### src/rtl/mac_row_feeder_if.sv
// Word stream from the L0/IFIFO side into the MAC row feeder (valid/ready).
interface mac_row_feeder_if #(
   parameter int bw = 4
);
   logic [bw-1:0] in_data;
   logic          in_valid;
   logic          in_ready;

   modport master (output in_data, output in_valid, input in_ready);
   modport slave  (input in_data, input in_valid, output in_ready);
endinterface

### src/rtl/mac_row_feeder.sv
// West-edge feeder for one MAC row: kernel-load words, one gap cycle, execute
// vectors, then col idle cycles before done. Macro MAC_ROW_FEEDER_PERF_EN adds stall_cnt.
module mac_row_feeder #(
   parameter int bw     = 4,
   parameter int col    = 8,
   parameter int len_bw = 8
) (
   input  logic              clk,
   input  logic              reset,
   input  logic              start,
   input  logic [len_bw-1:0] num_vec,
   mac_row_feeder_if.slave   s_in,
   output logic [bw-1:0]     out_w,
   output logic [1:0]        inst_w,
   output logic              busy,
   output logic              done
`ifdef MAC_ROW_FEEDER_PERF_EN
   ,
   output logic [15:0]       stall_cnt
`endif
);
   localparam int CW = $clog2(col) + 1;
   localparam logic [CW-1:0] LAST_CNT = CW'(col - 1);

   typedef enum logic [2:0] {
      S_IDLE  = 3'd0,
      S_LOAD  = 3'd1,
      S_GAP   = 3'd2,
      S_EXEC  = 3'd3,
      S_DRAIN = 3'd4
   } state_t;

   state_t            r_state;
   state_t            w_next;
   logic [CW-1:0]     r_lcnt;
   logic [len_bw-1:0] r_ecnt;
   logic [len_bw-1:0] r_vec_len;
   logic [bw-1:0]     r_out_w;
   logic [1:0]        r_inst_w;
   logic              r_busy;
   logic              r_done;
   logic              w_ready;
   logic              w_xfer;
   logic              w_accept;
   logic              w_last_exec;
   logic              w_finish;

   assign w_ready       = (r_state == S_LOAD) || (r_state == S_EXEC);
   assign w_xfer        = w_ready && s_in.in_valid;
   assign w_accept      = (r_state == S_IDLE) && start;
   assign w_last_exec   = (r_ecnt == (r_vec_len - len_bw'(1)));
   assign w_finish      = (r_state == S_DRAIN) && (w_next == S_IDLE);
   assign s_in.in_ready = w_ready;

   // next-state decode
   always_comb begin
      w_next = r_state;
      case (r_state)
         S_IDLE: begin
            if (start) w_next = S_LOAD;
            else       w_next = S_IDLE;
         end
         S_LOAD: begin
            if (w_xfer && (r_lcnt == LAST_CNT)) w_next = S_GAP;
            else                                w_next = S_LOAD;
         end
         S_GAP: begin
            if (r_vec_len != '0) w_next = S_EXEC;
            else                 w_next = S_DRAIN;
         end
         S_EXEC: begin
            if (w_xfer && w_last_exec) w_next = S_DRAIN;
            else                       w_next = S_EXEC;
         end
         S_DRAIN: begin
            if (r_lcnt == LAST_CNT) w_next = S_IDLE;
            else                    w_next = S_DRAIN;
         end
         default: w_next = S_IDLE;
      endcase
   end

   // state register
   always_ff @(posedge clk or negedge reset) begin
      if (!reset) r_state <= S_IDLE;
      else        r_state <= w_next;
   end

   // counters, captured length and status flags
   always_ff @(posedge clk or negedge reset) begin
      if (!reset) begin
         r_lcnt    <= '0;
         r_ecnt    <= '0;
         r_vec_len <= '0;
         r_busy    <= 1'b0;
         r_done    <= 1'b0;
      end else begin
         // load counter is reused for the drain length; cleared on every state change
         if (r_state != w_next)
            r_lcnt <= '0;
         else if (((r_state == S_LOAD) && w_xfer) || (r_state == S_DRAIN))
            r_lcnt <= r_lcnt + CW'(1);
         else
            r_lcnt <= r_lcnt;

         if (w_accept)                        r_ecnt <= '0;
         else if ((r_state == S_EXEC) && w_xfer) r_ecnt <= r_ecnt + len_bw'(1);
         else                                 r_ecnt <= r_ecnt;

         if (w_accept) r_vec_len <= num_vec;
         else          r_vec_len <= r_vec_len;

         if (w_accept)      r_busy <= 1'b1;
         else if (w_finish) r_busy <= 1'b0;
         else               r_busy <= r_busy;

         r_done <= w_finish;
      end
   end

   // row outputs: bubbles become no-op instructions, data holds
   always_ff @(posedge clk or negedge reset) begin
      if (!reset) begin
         r_out_w  <= '0;
         r_inst_w <= 2'b00;
      end else if (w_xfer) begin
         r_out_w  <= s_in.in_data;
         r_inst_w <= (r_state == S_LOAD) ? 2'b01 : 2'b10;
      end else begin
         r_out_w  <= r_out_w;
         r_inst_w <= 2'b00;
      end
   end

   assign out_w  = r_out_w;
   assign inst_w = r_inst_w;
   assign busy   = r_busy;
   assign done   = r_done;

`ifdef MAC_ROW_FEEDER_PERF_EN
   logic [15:0] r_stall_cnt;

   // saturating count of starved cycles while the feeder is ready
   always_ff @(posedge clk or negedge reset) begin
      if (!reset)
         r_stall_cnt <= 16'h0000;
      else if (w_accept)
         r_stall_cnt <= 16'h0000;
      else if (w_ready && !s_in.in_valid && (r_stall_cnt != 16'hFFFF))
         r_stall_cnt <= r_stall_cnt + 16'h0001;
      else
         r_stall_cnt <= r_stall_cnt;
   end

   assign stall_cnt = r_stall_cnt;
`endif
endmodule

### src/flat_wrapper.sv
// flat-port wrapper written by rule: the top's interface ports become plain ports
module mac_row_feeder_flat 
#(
   parameter int bw     = 4,
   parameter int col    = 8,
   parameter int len_bw = 8
)
  (clk, reset, start, num_vec, out_w, inst_w, busy, done, s_in_in_data, s_in_in_valid, s_in_in_ready);
  mac_row_feeder_if #(.bw(bw)) s_in_i ();
  input  logic clk;
  input  logic reset;
  input  logic start;
  input  logic [len_bw-1:0] num_vec;
  output logic [bw-1:0] out_w;
  output logic [1:0] inst_w;
  output logic busy;
  output logic done;
  input wire logic [$bits(s_in_i.in_data)-1:0] s_in_in_data;
  input wire logic [$bits(s_in_i.in_valid)-1:0] s_in_in_valid;
  output wire logic [$bits(s_in_i.in_ready)-1:0] s_in_in_ready;
  assign s_in_i.in_data = s_in_in_data;
  assign s_in_i.in_valid = s_in_in_valid;
  assign s_in_in_ready = s_in_i.in_ready;
  mac_row_feeder #(.bw(bw), .col(col), .len_bw(len_bw)) u_core (.clk(clk), .reset(reset), .start(start), .num_vec(num_vec), .s_in(s_in_i), .out_w(out_w), .inst_w(inst_w), .busy(busy), .done(done));
endmodule
### config.mk
export PLATFORM = sky130hd
export DESIGN_NAME = mac_row_feeder_flat
export DESIGN_NICKNAME = d
export VERILOG_FILES = /design/src/rtl/mac_row_feeder_if.sv /design/src/rtl/mac_row_feeder.sv /design/src/flat_wrapper.sv
export SDC_FILE = /design/constraint.sdc
export NUM_CORES = 1
export LEC_CHECK = 0
export CORE_MARGIN = 3
export CORE_UTILIZATION = 48
export DETAILED_ROUTE_END_ITERATION = 12
export GPL_TIMING_DRIVEN = 0
export PLACE_DENSITY = 0.75
export SYNTH_ARGS = -nofsm -noshare
export SYNTH_HDL_FRONTEND = slang
export SYNTH_SLANG_ARGS = --single-unit
### constraint.sdc
create_clock -name clk -period 1.64 [get_ports clk]
set_input_delay 0.164 -clock clk [delete_from_list [all_inputs] [get_ports clk]]
set_output_delay 0.164 -clock clk [all_outputs]
set_load 0.1 [all_outputs]
==> flow_summary_export.csv <==
group,metric,value,unit
run_status,status,"finished, violations left",
run_status,violations,"negative setup slack",
die,start_util,0.524,
min_path,hold_end,"u_core.r_vec_len[0]$_DFFE_PN0P_",
synth,syn_avg_cell_area,10.8,um2
critical_path,worst_ep_required_time,1.86,ns
route,first_iter_violations,78,
synth,synthesis.nets,175,
route,postRouteWirelength,3670,um
finish,register_area,776,um2
sta,hold_viol,0,
route,firstDrtPassIters,4,
power_and_ir_drop,p_leak,0.979,nW
finish,nNetsFinal,214,
min_path,hp-start,"num_vec[0]",
critical_path,worst-path-max-fanout,3,
placed_design,io_buffers,24,
sta,fmax,0.541,GHz
synth,yosysSeqAreaShare,0.465,
critical_path,worstSetupEndpointType,"register",
sta,rsz0062_at_grt,"true",
grt,grt_max_degree,32,
critical_path,reg2reg_depth,8,
sta,clock_skew,0.0101,ns
route,viasPerCell,5.46,
die,chipWidth,64.9,um
route,dr_total_vias,1304,
critical_path,crit_family,"flip-flops",
min_path,hold_depth,3,
die,num_io_pins,25,
clock_network,htreeDepth,2,
critical_path,arrival,2.07,ns
sta,fin_ws,-0.208,ns
critical_path,path_cells,"inv_2 -> ha_4 -> nor3b_4 -> xnor2_1 -> nand4b_1 -> buf_6 -> o311ai_4 -> a21oi_2",
min_path,hold_class,"in -> reg",
critical_path,startpoint_type,"register",
route,wl_per_cell,15.4,um
route,drc,0,
sta,fin_crit,1.85,ns
sta,slew_violations,0,
synth,yosys_warnings,0,
finish,drive_gt1_frac,0.318,
die,die-area,0.00422,mm2
clock_network,numCtsBuffers,5,
die,die_h,64.9,um
critical_path,critPathMaxStageDelay,0.44,ns
placed_design,pre_cts_slack,-0.420,ns
grt,grt_antenna_before_repair,0,
sta,fin_crit_sh,1.13,
finish,diodes,0,
synth,synthCells,155,
critical_path,rrSetupSlack,-0.21,ns
power_and_ir_drop,p_per_area,1790,mW/mm2
clock_network,cts_tree,"built",
power_and_ir_drop,p_total,4.01,mW
grt,grt_pass1_wl,6190,um
clock_network,clockBufferDepth,2,
power_and_ir_drop,irDropWorstVdd,0.000933,V
critical_path,r2r-start,"u_core.r_vec_len[0]$_DFFE_PN0P_",
clock_network,clk_latency,0.34,ns
finish,fillers,247,
grt,grt_pass1_vias,1342,
sta,worst_slew_pin_slew,0.699,ns
sta,slew_headroom,0.534,
critical_path,r2r-end,"u_core.r_state[1]$_DFF_PN0_",
clock_network,cts.sinks,31,
synth,syn_area,0.00167,mm2
placed_design,place_hpwl,2480,um
grt,grt_use_total,0.197,
finish,multi_input_area,965,um2
clock_network,root_buffer,"clkbuf_4",
critical_path,critPathKind,"reg -> reg",
route,drt.antenna.violating_nets,0,
die,core,0.00318,mm2
finish,area_delta_synth_final,34.2,%
critical_path,cp_slowest_cell,"dfrtp_1",
clock_network,path_clk_slew,0.09,ns
synth,ys_ff_latch,31,
die,rows,20,
critical_path,critPathBufInv,2,
sta,setup_violations,9,
placed_design,gp_congestion,0.839,
run,maxCapViolCount,0,
synth,synth_cell_types,38,
grt,overflow,0,
[per-stage QoR]
step	hold slack, ns	TNS (ns)	area, um2	instances	utilization
floorplan	-0.132	-0.202	1710	155	-
global placement	0.487	-7.51	2000	223	0.630
detailed placement	0.497	-10.32	2000	223	0.630
CTS	0.397	-1.14	2190	238	0.689
global route	0.416	-2.35	2240	239	0.704
finish	0.392	-1.41	2240	239	0.704
[how the worst max path moves through the flow]
stage / slack, ns / cells past startpoint / from / end
floorplan: -0.05 / 7 / u_core.r_vec_len[0]$_DFFE_PN0P_ / u_core.r_state[0]$_DFF_PN0_
global placement: -0.37 / 4 / u_core.r_state[0]$_DFF_PN0_ / s_in_in_ready
detailed placement: -0.42 / 6 / s_in_in_valid / u_core.r_state[0]$_DFF_PN0_
CTS: -0.19 / 8 / u_core.r_vec_len[0]$_DFFE_PN0P_ / u_core.r_state[0]$_DFF_PN0_
global route: -0.34 / 8 / u_core.r_vec_len[0]$_DFFE_PN0P_ / u_core.r_lcnt[0]$_DFFE_PN0P_
finish: -0.21 / 8 / u_core.r_vec_len[0]$_DFFE_PN0P_ / u_core.r_state[1]$_DFF_PN0_
[metal layers]
layer	vias up	wire length, um	global-route usage
met5	-	0	0
met4	0	106	0.111
met3	13	166	0.0693
met2	34	1930	0.340
met1	639	1470	0.206
li1	618	-	-
[placed cells by master, fill, tap and decap left out, types with 2 or more instances in the layout]
cell type	count
a21oi_1	7
and3_1	4
buf_2	4
buf_4	5
buf_6	5
clkbuf_4	5
clkbuf_8	2
clkdlybuf4s15_2	8
clkdlybuf4s50_1	14
dfrtp_1	31
ha_1	3
inv_1	3
inv_2	2
mux2_2	11
nand2_1	11
nand2b_1	3
nand4_1	4
nor2_1	14
nor3_1	3
o21ai_0	4
o21bai_1	2
or3_4	2
xnor2_1	9
xnor2_2	2
xor2_1	10
[final cells by class]
type / instances / share of cell area
inverter: 5 / 0.00839
multi-input combinational: 114 / 0.431
clock buffer: 8 / 0.0308
sequential: 31 / 0.347
timing repair buffer: 32 / 0.143
buffer: 5 / 0.0151
tap: 44 / 0.0246
[flip-flops by register name (all words and copies together) (netlist names)]
register	cells
u_core.r_vec_len	8
u_core.r_state	3
u_core.busy	1
u_core.out_w	4
u_core.inst_w	2
u_core.done	1
u_core.r_lcnt	4
u_core.r_ecnt	8
[cell usage after synthesis, drive strengths merged]
master / instances / area, um2
nand2: 11 / 41.3
nand4: 4 / 25.0
a31o: 1 / 8.76
a21o: 1 / 7.51
a21oi: 8 / 40.0
inv: 5 / 18.8
mux2: 11 / 124
o31ai: 1 / 12.5
nor3b: 1 / 12.5
and3b: 1 / 8.76
ha: 4 / 50.1
or3: 3 / 18.8
nand3: 1 / 5.00
o21bai: 2 / 15.0
nor4b: 1 / 23.8
o311ai: 1 / 8.76
nor4: 2 / 12.5
nor2: 15 / 56.3
nand4b: 2 / 23.8
xnor2: 11 / 96.3
or2: 1 / 6.26
nand3b: 2 / 27.5
o21ai: 5 / 25.0
mux2i: 1 / 10.0
and4b: 1 / 10.0
buf: 5 / 33.8
dfrtp: 31 / 776
nor3: 4 / 20.0
and3: 4 / 25.0
xor2: 10 / 87.6
a211o: 1 / 8.76
a2111oi: 1 / 8.76
nand2b: 3 / 18.8
[worst register-to-register path, stage by stage (launching register included)]
cell	delay (ns)
dfrtp_1	0.44
inv_2	0.12
ha_4	0.15
nor3b_4	0.23
xnor2_1	0.16
nand4b_1	0.13
buf_6	0.16
o311ai_4	0.26
a21oi_2	0.09
[logic make-up (layout without fill, tap and decap cells)]
family	count (synthesis)	in the layout	synth area share
buffers and inverters	10	50	0.0315
muxes	12	12	0.0803
xor gates and xnor gates	21	21	0.110
AOI/OAI and AO/OA	21	21	0.0811
and+or+nand+nor	56	56	0.201
adders and majority gates	4	4	0.0300
DFF	31	31	0.465
[power breakdown]
group / switching, mW / internal (mW) / leakage (nW)
clock: 0.259 / 0.252 / 0.0386
sequential: 0.266 / 1.01 / 0.386
combinational: 1.27 / 0.951 / 0.554
total: 1.79 / 2.22 / 0.979
[what timing repair did]
item / in CTS / in global routing
endpoints found under the hold margin: 0 / 31
pin swaps: 10 / 7
resized for setup: 40 / 8
hold buffers: 0 / 1
buffers inserted: 7 / 0
endpoints found under the setup margin: 32 / 13
(Power assumes the default switching activity.)
